$ cat src/rtl/lsu_pkg.sv
// lsu_pkg
// Shared definitions for the load/store unit:
//   - request size encodings (SZ_BYTE / SZ_HALF / SZ_WORD / SZ_RSVD)
//   - FSM state encoding used by load_store_unit
//   - lane widths used by the alignment logic
//   - bad_alignment(): flags a size/offset pair that cannot be serviced
// No ports (package).
package lsu_pkg;

  localparam logic [1:0] SZ_BYTE = 2'b00;
  localparam logic [1:0] SZ_HALF = 2'b01;
  localparam logic [1:0] SZ_WORD = 2'b10;
  localparam logic [1:0] SZ_RSVD = 2'b11;

  localparam int BYTE_W = 8;
  localparam int HALF_W = 16;
  localparam int WORD_W = 32;

  typedef enum logic [1:0] {
    ST_IDLE = 2'd0,
    ST_RD   = 2'd1,
    ST_CAP  = 2'd2,
    ST_WR   = 2'd3
  } lsu_state_e;

  // Reserved size is always rejected; halves need an even address and
  // words need a word-aligned address.
  function automatic logic bad_alignment(input logic [1:0] size,
                                         input logic [1:0] lane);
    logic bad;
    case (size)
      SZ_BYTE: bad = 1'b0;
      SZ_HALF: bad = lane[0];
      SZ_WORD: bad = (lane != 2'b00);
      default: bad = 1'b1;
    endcase
    return bad;
  endfunction

endpackage

$ cat src/rtl/lsu_align.sv
// lsu_align
// Combinational lane logic for the load/store unit.
//   Loads : extract the addressed byte/half from word and sign/zero extend.
//   Stores: replace only the addressed lane of word with the LSBs of wdata.
// Lanes are little-endian: byte lane = lane[1:0] (lane 0 = bits 7:0),
// half lane = lane[1].
// Ports:
//   size      in  2   request size (lsu_pkg SZ_*)
//   sign_ext  in  1   1 = sign-extend loads, 0 = zero-extend
//   lane      in  2   byte offset within the word
//   word      in  32  word read from memory
//   wdata     in  32  store data, valid bits in LSBs
//   load_data out 32  extended load result
//   merged    out 32  word with the store lane replaced
module lsu_align
  import lsu_pkg::*;
(
  input  logic [1:0]  size,
  input  logic        sign_ext,
  input  logic [1:0]  lane,
  input  logic [31:0] word,
  input  logic [31:0] wdata,
  output logic [31:0] load_data,
  output logic [31:0] merged
);

  logic [BYTE_W-1:0] sel_byte;
  logic [HALF_W-1:0] sel_half;

  always_comb begin
    sel_byte  = word[{lane, 3'b000} +: BYTE_W];
    sel_half  = word[{lane[1], 4'b0000} +: HALF_W];
    load_data = word;
    merged    = wdata;
    case (size)
      SZ_BYTE: begin
        load_data = sign_ext ? {{(WORD_W-BYTE_W){sel_byte[BYTE_W-1]}}, sel_byte}
                             : {{(WORD_W-BYTE_W){1'b0}}, sel_byte};
        merged = word;
        merged[{lane, 3'b000} +: BYTE_W] = wdata[BYTE_W-1:0];
      end
      SZ_HALF: begin
        load_data = sign_ext ? {{(WORD_W-HALF_W){sel_half[HALF_W-1]}}, sel_half}
                             : {{(WORD_W-HALF_W){1'b0}}, sel_half};
        merged = word;
        merged[{lane[1], 4'b0000} +: HALF_W] = wdata[HALF_W-1:0];
      end
      default: begin
        load_data = word;
        merged    = wdata;
      end
    endcase
  end

endmodule

$ cat src/rtl/load_store_unit.sv
// load_store_unit
// Sequences one load/store request at a time onto a word-only data memory
// with a one-cycle registered read. Byte/half loads are extracted and
// extended; byte/half stores are done as read-modify-write.
//   load          : IDLE -> RD -> CAP -> IDLE
//   word store    : IDLE -> WR -> IDLE
//   sub-word store: IDLE -> RD -> CAP -> WR -> IDLE
//   rejected      : IDLE -> IDLE with resp_err
// resp_valid pulses in the cycle the FSM re-enters IDLE.
// Configuration macro: LSU_BOUNDS_CHECK_EN -- when defined, a byte address
// with any bit set above ADDR_W+1 is rejected; otherwise it wraps.
// Ports:
//   clk, reset                 clock, async active-high reset
//   req_valid/req_ready        request handshake (ready only in IDLE)
//   req_write, req_size,
//   req_signed, req_addr,
//   req_wdata                  request fields, latched on transfer
//   resp_valid, resp_err,
//   resp_rdata                 completion pulse, error flag, load result
//   mem_address, mem_writedata,
//   mem_writeenable, mem_read,
//   mem_data                   data memory interface
module load_store_unit
  import lsu_pkg::*;
#(
  parameter int ADDR_W = 5
) (
  input  logic        clk,
  input  logic        reset,
  input  logic        req_valid,
  output logic        req_ready,
  input  logic        req_write,
  input  logic [1:0]  req_size,
  input  logic        req_signed,
  input  logic [31:0] req_addr,
  input  logic [31:0] req_wdata,
  output logic        resp_valid,
  output logic        resp_err,
  output logic [31:0] resp_rdata,
  output logic [31:0] mem_address,
  output logic [31:0] mem_writedata,
  output logic        mem_writeenable,
  output logic        mem_read,
  input  logic [31:0] mem_data
);

  lsu_state_e state, state_next;

  logic              transfer;
  logic              req_bad;
  logic              r_write;
  logic              r_signed;
  logic [1:0]        r_size;
  logic [1:0]        r_lane;
  logic [ADDR_W-1:0] r_widx;
  logic [31:0]       r_wdata;
  logic [31:0]       wr_word;
  logic [31:0]       load_data;
  logic [31:0]       merged;

  assign transfer = req_valid & req_ready;

`ifdef LSU_BOUNDS_CHECK_EN
  assign req_bad = bad_alignment(req_size, req_addr[1:0]) |
                   (req_addr[31:ADDR_W+2] != '0);
`else
  // Upper address bits are discarded so accesses wrap within memory.
  logic unused_addr_hi;
  assign unused_addr_hi = |req_addr[31:ADDR_W+2];
  assign req_bad = bad_alignment(req_size, req_addr[1:0]);
`endif

  always_ff @(posedge clk or posedge reset) begin
    if (reset) state <= ST_IDLE;
    else       state <= state_next;
  end

  // Strobes decode from the state register only, so reset drops them at once.
  always_comb begin
    state_next      = state;
    req_ready       = 1'b0;
    mem_read        = 1'b0;
    mem_writeenable = 1'b0;
    mem_writedata   = '0;
    case (state)
      ST_IDLE: begin
        req_ready = 1'b1;
        if (transfer && !req_bad) begin
          if (req_write && req_size == SZ_WORD) state_next = ST_WR;
          else                                  state_next = ST_RD;
        end
      end
      ST_RD: begin
        mem_read   = 1'b1;
        state_next = ST_CAP;
      end
      ST_CAP: begin
        state_next = r_write ? ST_WR : ST_IDLE;
      end
      ST_WR: begin
        mem_writeenable = 1'b1;
        mem_writedata   = wr_word;
        state_next      = ST_IDLE;
      end
      default: state_next = ST_IDLE;
    endcase
  end

  assign mem_address = {{(32-ADDR_W){1'b0}}, r_widx};

  // mem_data is the registered read result while in CAP.
  lsu_align u_align (
    .size      (r_size),
    .sign_ext  (r_signed),
    .lane      (r_lane),
    .word      (mem_data),
    .wdata     (r_wdata),
    .load_data (load_data),
    .merged    (merged)
  );

  always_ff @(posedge clk or posedge reset) begin
    if (reset) begin
      r_write    <= 1'b0;
      r_signed   <= 1'b0;
      r_size     <= SZ_BYTE;
      r_lane     <= 2'b00;
      r_widx     <= '0;
      r_wdata    <= '0;
      wr_word    <= '0;
      resp_valid <= 1'b0;
      resp_err   <= 1'b0;
      resp_rdata <= '0;
    end else begin
      resp_valid <= 1'b0;
      case (state)
        ST_IDLE: begin
          if (transfer) begin
            r_write  <= req_write;
            r_signed <= req_signed;
            r_size   <= req_size;
            r_lane   <= req_addr[1:0];
            r_widx   <= req_addr[ADDR_W+1:2];
            r_wdata  <= req_wdata;
            wr_word  <= req_wdata;
            if (req_bad) begin
              resp_valid <= 1'b1;
              resp_err   <= 1'b1;
              resp_rdata <= '0;
            end
          end
        end
        ST_CAP: begin
          if (r_write) begin
            wr_word <= merged;
          end else begin
            resp_valid <= 1'b1;
            resp_err   <= 1'b0;
            resp_rdata <= load_data;
          end
        end
        ST_WR: begin
          resp_valid <= 1'b1;
          resp_err   <= 1'b0;
          resp_rdata <= '0;
        end
        default: ;
      endcase
    end
  end

endmodule

$ cat config.mk
export PLATFORM = sky130hd
export DESIGN_NAME = load_store_unit
export DESIGN_NICKNAME = d
export VERILOG_FILES = /design/src/rtl/lsu_pkg.sv /design/src/rtl/lsu_align.sv /design/src/rtl/load_store_unit.sv
export SDC_FILE = /design/constraint.sdc
export NUM_CORES = 1
export LEC_CHECK = 0
export CAP_MARGIN = 5
export CORE_UTILIZATION = 50
export DETAILED_ROUTE_END_ITERATION = 8
export PLACE_DENSITY_LB_ADDON = 0.25
export SLEW_MARGIN = 20
export SYNTH_ARGS = -nofsm -noshare
export SYNTH_HDL_FRONTEND = slang
export SYNTH_SLANG_ARGS = --single-unit
$ cat constraint.sdc
create_clock -name clk -period 5.49 [get_ports clk]
set_input_delay 0.549 -clock clk [delete_from_list [all_inputs] [get_ports clk]]
set_output_delay 0.549 -clock clk [all_outputs]
set_load 0.02 [all_outputs]
* Yosys cells after proc, flatten, opt, wreduce, memory -nomap -nowiden
Index checks and enable logic that the tools add are counted.
** Word-level totals
- Register bits after elaboration :: 111
- Bits of input ports :: 103
- Output and inout bits :: 101
- Logic and storage cells :: 73
** Cells by class
- Add/sub/neg operators :: 2
- Equal/unequal tests :: 11
- Shifts and indexed selects :: 6
- Mux-type cells :: 30
- Bitwise gates (word level) :: 1
- Reductions and logical operators :: 12
** Operators with widths (number)
- 32-bit 2-to-1 mux :: 8
- 32-bit case mux with 2 select lines :: 3
- 32-bit case mux with 3 select lines :: 1
- 32-bit bitwise mux :: 2
- 16-bit by 7-bit variable shift with 32-bit output, first input constant :: 1
- 8-bit by 7-bit variable shift with 32-bit output, first input constant :: 1
- 16-bit by 7-bit variable part select with 32-bit output :: 1
- 32-bit by 6-bit variable part select with 16-bit output :: 1
- 32-bit by 6-bit variable part select with 8-bit output :: 1
- 8-bit by 7-bit variable part select with 32-bit output :: 1
- 5-bit negator with 7-bit output :: 2
- 2-bit inequality test, second input constant :: 5
- 1-bit 2-to-1 mux :: 9
- 1-bit case mux with 3 select lines :: 3
- 2-bit case mux with 4 select lines :: 1
- 2-bit by 1-bit == test with 1-bit output, second input constant :: 3
- 2-bit == test, second input constant :: 3
- 2-bit logical NOT :: 3
- 2-bit 2-to-1 mux :: 3
- 4-bit AND reduction :: 1
- 2-bit nonzero test :: 2
- 3-bit AND reduction :: 1
- 3-bit nonzero test :: 1
- 1-bit logical AND :: 2
- other kinds (3) :: 3

* Logic depth before layout (Yosys ltp)
Gate-level depths: netlist (run 1).
- Word-level depth :: 6
- Gate-level depth with buffers :: 9
- Gate-level depth less buffers :: 6

* By module
From an unflattened synthesis (run 1), not the netlist that was laid out.
** Second synthesis, totals
- Cells, all modules :: 637
- Area, all modules :: 6900.4 um^2
** By module, submodules not included
- load_store_unit :: times used 1, cells each 363, area each 5072.4 um^2, sequential area each 2777.7 um^2
- lsu_align :: times used 1, cells each 274, area each 1828.0 um^2, sequential area each 0.0 um^2

* Worst setup path after synthesis (run 1)
OpenSTA, ideal clock, no wires.
- Path type :: register to register
- Start :: register r_lane[1]
- End :: register wr_word[0]
- Library setup time :: 132 ps
- Data arrival time :: 2203 ps
- Data required time :: 5358 ps
- Setup slack :: 3155 ps
- Stages on the path, launching flop included :: 9
- Path buffers :: 2
- Clock period less this slack :: 2335 ps
- Cell sequence :: dfrtp_1 buf_2 clkinv_1 clkbuf_1 ha_1 inv_1 a311o_1 a221oi_1 o21ai_0
** On the way
- Longest elaborated chain between the ends :: 6
- Elaborated cells on any way between the ends :: 11
- Classes of those cells :: add/sub (2); shift (4); mux (5)
** RTL lines
- start: declaration :: line load_store_unit.sv:54 : logic [1:0] r_lane;
- start signal: assignment :: line load_store_unit.sv:142 : r_lane <= req_addr[1:0];
- 5-bit negator with 7-bit output (on tied branches) :: line lsu_align.sv:46, lsu_align.sv:40
- 16-bit by 7-bit variable part select with 32-bit output (tied with other cells) :: line lsu_align.sv:46 : merged[{lane[1], 4'b0000} +: HALF_W] = wdata[HALF_W-1:0];
- 32-bit bitwise mux (on tied branches) :: line lsu_align.sv:46, lsu_align.sv:40
- 32-bit case mux with 2 select lines (*) :: line lsu_align.sv:35 : case (size)
- 32-bit 2-to-1 mux (*) :: line load_store_unit.sv:154 : if (r_write) begin
- 32-bit case mux with 2 select lines (*) :: line load_store_unit.sv:136 : case (state)
- end signal: assignment :: line load_store_unit.sv:145 : wr_word <= req_wdata;
- end signal: assignment :: line load_store_unit.sv:155 : wr_word <= merged;
- end: declaration :: line load_store_unit.sv:57 : logic [31:0] wr_word;
Mark *: on every way between the ends. The rest lies on a longest branch, timed or not. The select of a mux whose other input is x is not followed.
A chain may end at the register's enable or synchronous reset.

* Worst setup path in the final report (run 1)
- Start :: register r_lane[1]
- End :: register wr_word[7]
Same word-level chain as after synthesis.

==> impl_metrics.tcl, run 1 <==
set metrics [dict create \
    core-area_mm2 0.0122 \
    fin_crit_sh_pct 58.0 \
    worstMarginPinSlew_ns 0.971 \
    dieArea_mm2 0.0132 \
    initial_utilization_pct 52.3 \
    wl_met3_um 1980 \
    drtIter0Drc 430 \
    gr-total-overflow 0 \
    area_delta_synth_final_pct 27.8 \
    period_needed_ns 3.18 \
    rows 40 \
    layout_commonest_cell "clkdlybuf4s50_1" \
    start_kind "register" \
    slew_viol_final 0 \
    cts_setup_buffers 0 \
    crit_start "r_lane[1]$_DFFE_PP0P_" \
    hold_start "wr_word[2]$_DFFE_PP0P_" \
    nFillCells 972 \
    fmax_ghz 0.314 \
    p_leak_nw 3.35 \
    relSlewSlack_pct 33.4 \
    setup-violations-final 0 \
    final_cell_mix "clkdlybuf4s50_1 (151), dfrtp_1 (111), o21ai_0 (54), mux2_2 (48), nand2_1 (41)" \
    synth-async-reset-ratio_pct 100 \
    n_antenna_cell 0 \
    drt_pass1_iterations 5 \
    dieWidth_um 115 \
    vias 5846 \
    drc 0 \
    crit_arrival_ns 3.41 \
    place.gp.congestion 0.966 \
    setup_tns_ns 0 \
    cap_violations 0 \
    top_layer_used "met4" \
    routed-wl-met2_um 9090 \
    cts_buffer_depth 2 \
    status "finished, final reports clean" \
    syn_inst 635 \
    power_density_mw_per_mm2 590 \
    hold_path.class "register to register" \
    ys_ff_latch 111 \
    endpoint_kind "register" \
    drt-total-wl_um 19800 \
    viasPerCell 6.33 \
    grt_use_total_pct 30.9 \
    grt_pass1_vias 5777 \
    layout.cells.non_filler 923 \
    grt_start_max_net_pins 67 \
    crit_type "register to register" \
    place.detailed.hpwl_um 13900 \
    holdBufCountCts 0 \
    ys_warn_count 0 \
    cts_tree "built" \
    cts_buffers 9 \
    yosysUniqueCellTypes 53 \
    rsz0062_at_grt "no" \
    clkLatencyLatePin_ns 0.36 \
    post_cts_resized 0 \
    portBuffers 151 \
    clock-root-buffer "clkbuf_16" \
    worstPathRequired_ns 5.72 \
    finClkSkew_ns 0.0142 \
    path_clk_slew_ns 0.09 \
    syn_area_mm2 0.00639 \
    m1WireLength_um 8260 \
    synthFlopType "dfrtp_1" \
    finalHoldViolCount 0 \
    syn_avg_cell_area_um2 10.1 \
    path_max_fanout 32 \
    htree_num_levels 3 \
    synth-edff-count 0 \
    ys_seq_area_share_pct 43.5 \
    drtAntennaViolNets 0 \
    regToRegStartpoint "r_lane[1]$_DFFE_PP0P_" \
    die_h_um 115 \
    drive_above_1_share_pct 10.9 \
    hold_slack_ns 0.479 \
    irDropWorstVdd_mv 0.303 \
    nets 858 \
    clock-sinks 111 \
    placed_cells 907 \
    grt_pass1_wl_um 30900 \
    wl_per_cell_um 21.4 \
    power_w 0.00482 \
    io_pins 204 \
    antenna_found_initial 0 \
]
[final cells by class]
cell class                 count  area, µm²  share of cell area [%]
clock buffer                   9        225                    2.76
tap                          168        210                    2.57
timing repair buffer         159       1570                    19.2
inverter                       8       32.5                   0.398
sequential                   111       2780                    34.0
clock inverter                 7       83.8                    1.03
multi-input combinational    461       3270                    40.0
[worst paths after layout]
kind                            slack [ns]  cells after the start                         to
worst max-delay path                  2.31                      7     wr_word[7]$_DFFE_PP0P_
worst max register to register        2.31                      7     wr_word[7]$_DFFE_PP0P_
min in group asynchronous             0.71                      2    r_wdata[29]$_DFFE_PP0P_
max in group asynchronous             3.71                      3  resp_rdata[0]$_DFFE_PP0P_
worst min-delay path                  0.48                      2     wr_word[2]$_DFFE_PP0P_
worst min register to register        0.48                      2     wr_word[2]$_DFFE_PP0P_
[Yosys cell counts, types with 11 or more instances]
cell      count  area [µm²]
a211oi_1     30         225
a21oi_1      11        55.1
a221o_1      24         240
a221oi_1     22         193
and3_1       33         206
buf_4        27         203
clkbuf_1     42         158
dfrtp_1     111        2780
mux2_2       48         541
mux2i_1      23         230
nand2_1      41         154
nand2b_1     17         106
nor2_1       29         109
nor3_1       11        55.1
o21ai_0      54         270
[where the power goes]
group          leakage, nW  switching (W)  internal, W
Clock                0.151       0.000347     0.000329
Combinational         1.84        0.00148      0.00113
Sequential            1.36       0.000335      0.00121
[worst max-delay path: stages, from the launching register on]
cell	delay [ns]
dfrtp_1	0.33
buf_4	0.43
clkinv_1	0.62
ha_1	0.58
inv_1	0.09
a311o_1	0.38
a221oi_1	0.46
o21ai_0	0.15
[flip-flops by register name (all words and copies together) (netlist names)]
| name | count |
|---|---|
| r_lane | 2 |
| r_signed | 1 |
| r_size | 2 |
| r_wdata | 32 |
| r_widx | 5 |
| r_write | 1 |
| resp_err | 1 |
| resp_rdata | 32 |
| resp_valid | 1 |
| state | 2 |
| wr_word | 32 |
[metal layers]
metal / track usage [%] / vias up
met5: 0 / -
met4: 12.6 / 0
met3: 6.96 / 40
met2: 48.4 / 337
met1: 41.7 / 2878
li1: - / 2591
[through the flow]
| stage | utilization, % | instance area, µm² | worst slack [ns] |
|---|---|---|---|
| 2_1_floorplan | - | 6490 | 2.01 |
| 4_1_cts | 66.8 | 8160 | 2.35 |
| 3_3_place_gp | 64.3 | 7850 | 2.40 |
| 3_5_place_dp | 64.3 | 7850 | 2.38 |
| 5_1_grt | 66.9 | 8170 | 2.10 |
| 6_report | 66.9 | 8170 | 2.31 |
[kinds of logic (layout without fill, tap and decap cells)]
group / count (synthesis) / after routing / share of synthesized area (%)
and+or+nand+nor: 165 / 165 / 14.0
buffers and inverters: 89 / 183 / 7.20
AOI/OAI and AO/OA: 192 / 192 / 21.9
other: 1 / 27 / 0.0587
adders and majority gates: 5 / 5 / 0.979
DFF: 111 / 111 / 43.5
muxes: 72 / 72 / 12.4
Power figures use the tool's default switching activity.
==> run 2: changes to the inputs <==
CORE_UTILIZATION = 47   (was 50)
clock period = 3.3 ns   (was 5.49 ns; I/O delays follow)
==> impl_metrics.tcl, run 2 (same netlist as run 1, synthesis figures left out) <==
set metrics [dict create \
    crit_slowest_cell "ha_1" \
    p_leak_nw 3.41 \
    reg_top3 "r_wdata: 32 flops, resp_rdata: 32 flops, wr_word: 32 flops" \
    drive_above_1_share_pct 12.2 \
    drt-total-wl_um 21200 \
    r2r-end "wr_word[4]$_DFFE_PP0P_" \
    cp_cell_sequence "clkinv_1 > ha_1 > inv_1 > a311o_1 > a221oi_1 > o21ai_0" \
    setup-violations-final 0 \
    endpoint_kind "register" \
    status "finished, final reports clean" \
    power_density_mw_per_mm2 998 \
    layout_commonest_cell "clkdlybuf4s50_1" \
    clock-sinks 111 \
    dp_slack_ns 0.646 \
    cts_tree "built" \
    drtIter0Drc 567 \
    slew_viol_final 0 \
    die_h_um 119 \
    dieWidth_um 119 \
    ff2ff_setup_slack_ns 0.59 \
    viasPerCell 6.37 \
    grt_pass1_vias 5946 \
    period_needed_ns 2.71 \
    drt_pass1_iterations 5 \
    irDropWorstVdd_mv 0.447 \
    gr-total-overflow 0 \
    worstPathRequired_ns 3.51 \
    path_depth 6 \
    nets 871 \
    grt_pass1_wl_um 33200 \
    cts_buffers 9 \
    dieArea_mm2 0.0141 \
    io_pins 204 \
    crit_arrival_ns 2.92 \
    rows 42 \
    worstMarginPinSlew_ns 0.877 \
    clock-root-buffer "clkbuf_16" \
    final_cell_mix "clkdlybuf4s50_1 (151), dfrtp_1 (111), o21ai_0 (54), mux2_2 (48), nand2_1 (41)" \
    initial_utilization_pct 48.3 \
    cap_violations 0 \
    hold_path.class "input pin to async pin" \
    power_w 0.00827 \
    worst-path-buf-inv 2 \
    finish.utilization_pct 62.6 \
    fin_crit_sh_pct 82.0 \
    regToRegStartpoint "r_lane[1]$_DFFE_PP0P_" \
    hold_slack_ns 0.364 \
    path_max_fanout 19 \
    grt_start_max_net_pins 62 \
    fin_ws_ns 0.594 \
    ff2ff_path_depth 6 \
    fmax_ghz 0.370 \
    core-area_mm2 0.0132 \
    holdBufCountCts 0 \
    finClkSkew_ns 0.00649 \
    drtAntennaViolNets 0 \
    finalHoldViolCount 0 \
    vias 6011 \
    rsz0062_at_grt "no" \
    drc 0 \
    antenna_found_initial 0 \
    post_cts_resized 0 \
    n_antenna_cell 0 \
    area_delta_synth_final_pct 29.6 \
    relSlewSlack_pct 41.1 \
    setup_tns_ns 0 \
    portBuffers 151 \
    critPathTopFamily "compound AO/OA/AOI/OAI gates" \
    cts_buffer_depth 2 \
    clkLatencyLatePin_ns 0.35 \
    max_stage_delay_ns 0.59 \
    cts_setup_buffers 0 \
    wl_per_cell_um 22.4 \
    start_kind "register" \
    htree_num_levels 3 \
    path_clk_slew_ns 0.07 \
    grt_use_total_pct 30.9 \
    place.detailed.hpwl_um 15100 \
    place.gp.congestion 0.968 \
    crit_type "register to register" \
]
## run 2: cell count changes in the layout (fill, tap and decap cells not counted), sizes merged
cell / previous run / this run
bufinv: 0 / 1
buf: 8 / 21
clkinvlp: 0 / 1
clkbuf: 9 / 11
clkinv: 5 / 4
inv: 10 / 7
## run 2: worst max-delay path by stage
| stage | startpoint | endpoint | slack, ns |
|---|---|---|---|
| 3_3_place_gp | r_lane[1]$_DFFE_PP0P_ | wr_word[6]$_DFFE_PP0P_ | 0.79 |
| 2_1_floorplan | reset | r_lane[0]$_DFFE_PP0P_ | 0.04 |
| 3_5_place_dp | r_lane[1]$_DFFE_PP0P_ | wr_word[4]$_DFFE_PP0P_ | 0.65 |
| 6_report | r_lane[1]$_DFFE_PP0P_ | wr_word[4]$_DFFE_PP0P_ | 0.59 |
| 5_1_grt | r_lane[1]$_DFFE_PP0P_ | wr_word[25]$_DFFE_PP0P_ | 0.53 |
| 4_1_cts | r_lane[1]$_DFFE_PP0P_ | wr_word[4]$_DFFE_PP0P_ | 0.63 |
## run 2: metrics by stage
stage	instances	area (µm²)
after floorplan	661	6490
after global placement	928	7970
after detailed placement	928	7970
after CTS	944	8290
after global routing	944	8290
final	944	8290
## run 2: final cells by class
class                           count  area, µm²
Clock buffer                       11        253
Clock inverter                      5       63.8
Fill cell                        1130       4960
Inverter                            8       32.5
Multi-Input combinational cell    461       3260
Sequential cell                   111       2780
Tap cell                          176        220
Timing Repair Buffer              172       1680
## run 2: layer usage
metal	up-vias	GRT usage (%)	wire [µm]
met3	48	6.23	2150
met2	397	48.3	9700
met1	2952	42.4	8740
li1	2614	-	-
met4	0	11.2	589
met5	-	0	0
## run 2: power by group
part           leakage [nW]  internal, W  switching, W  total (W)
Sequential             1.36      0.00201      0.000598    0.00261
Combinational          1.90      0.00196       0.00254    0.00450
Clock                 0.152     0.000637      0.000523    0.00116
Total                  3.41      0.00461       0.00366    0.00827
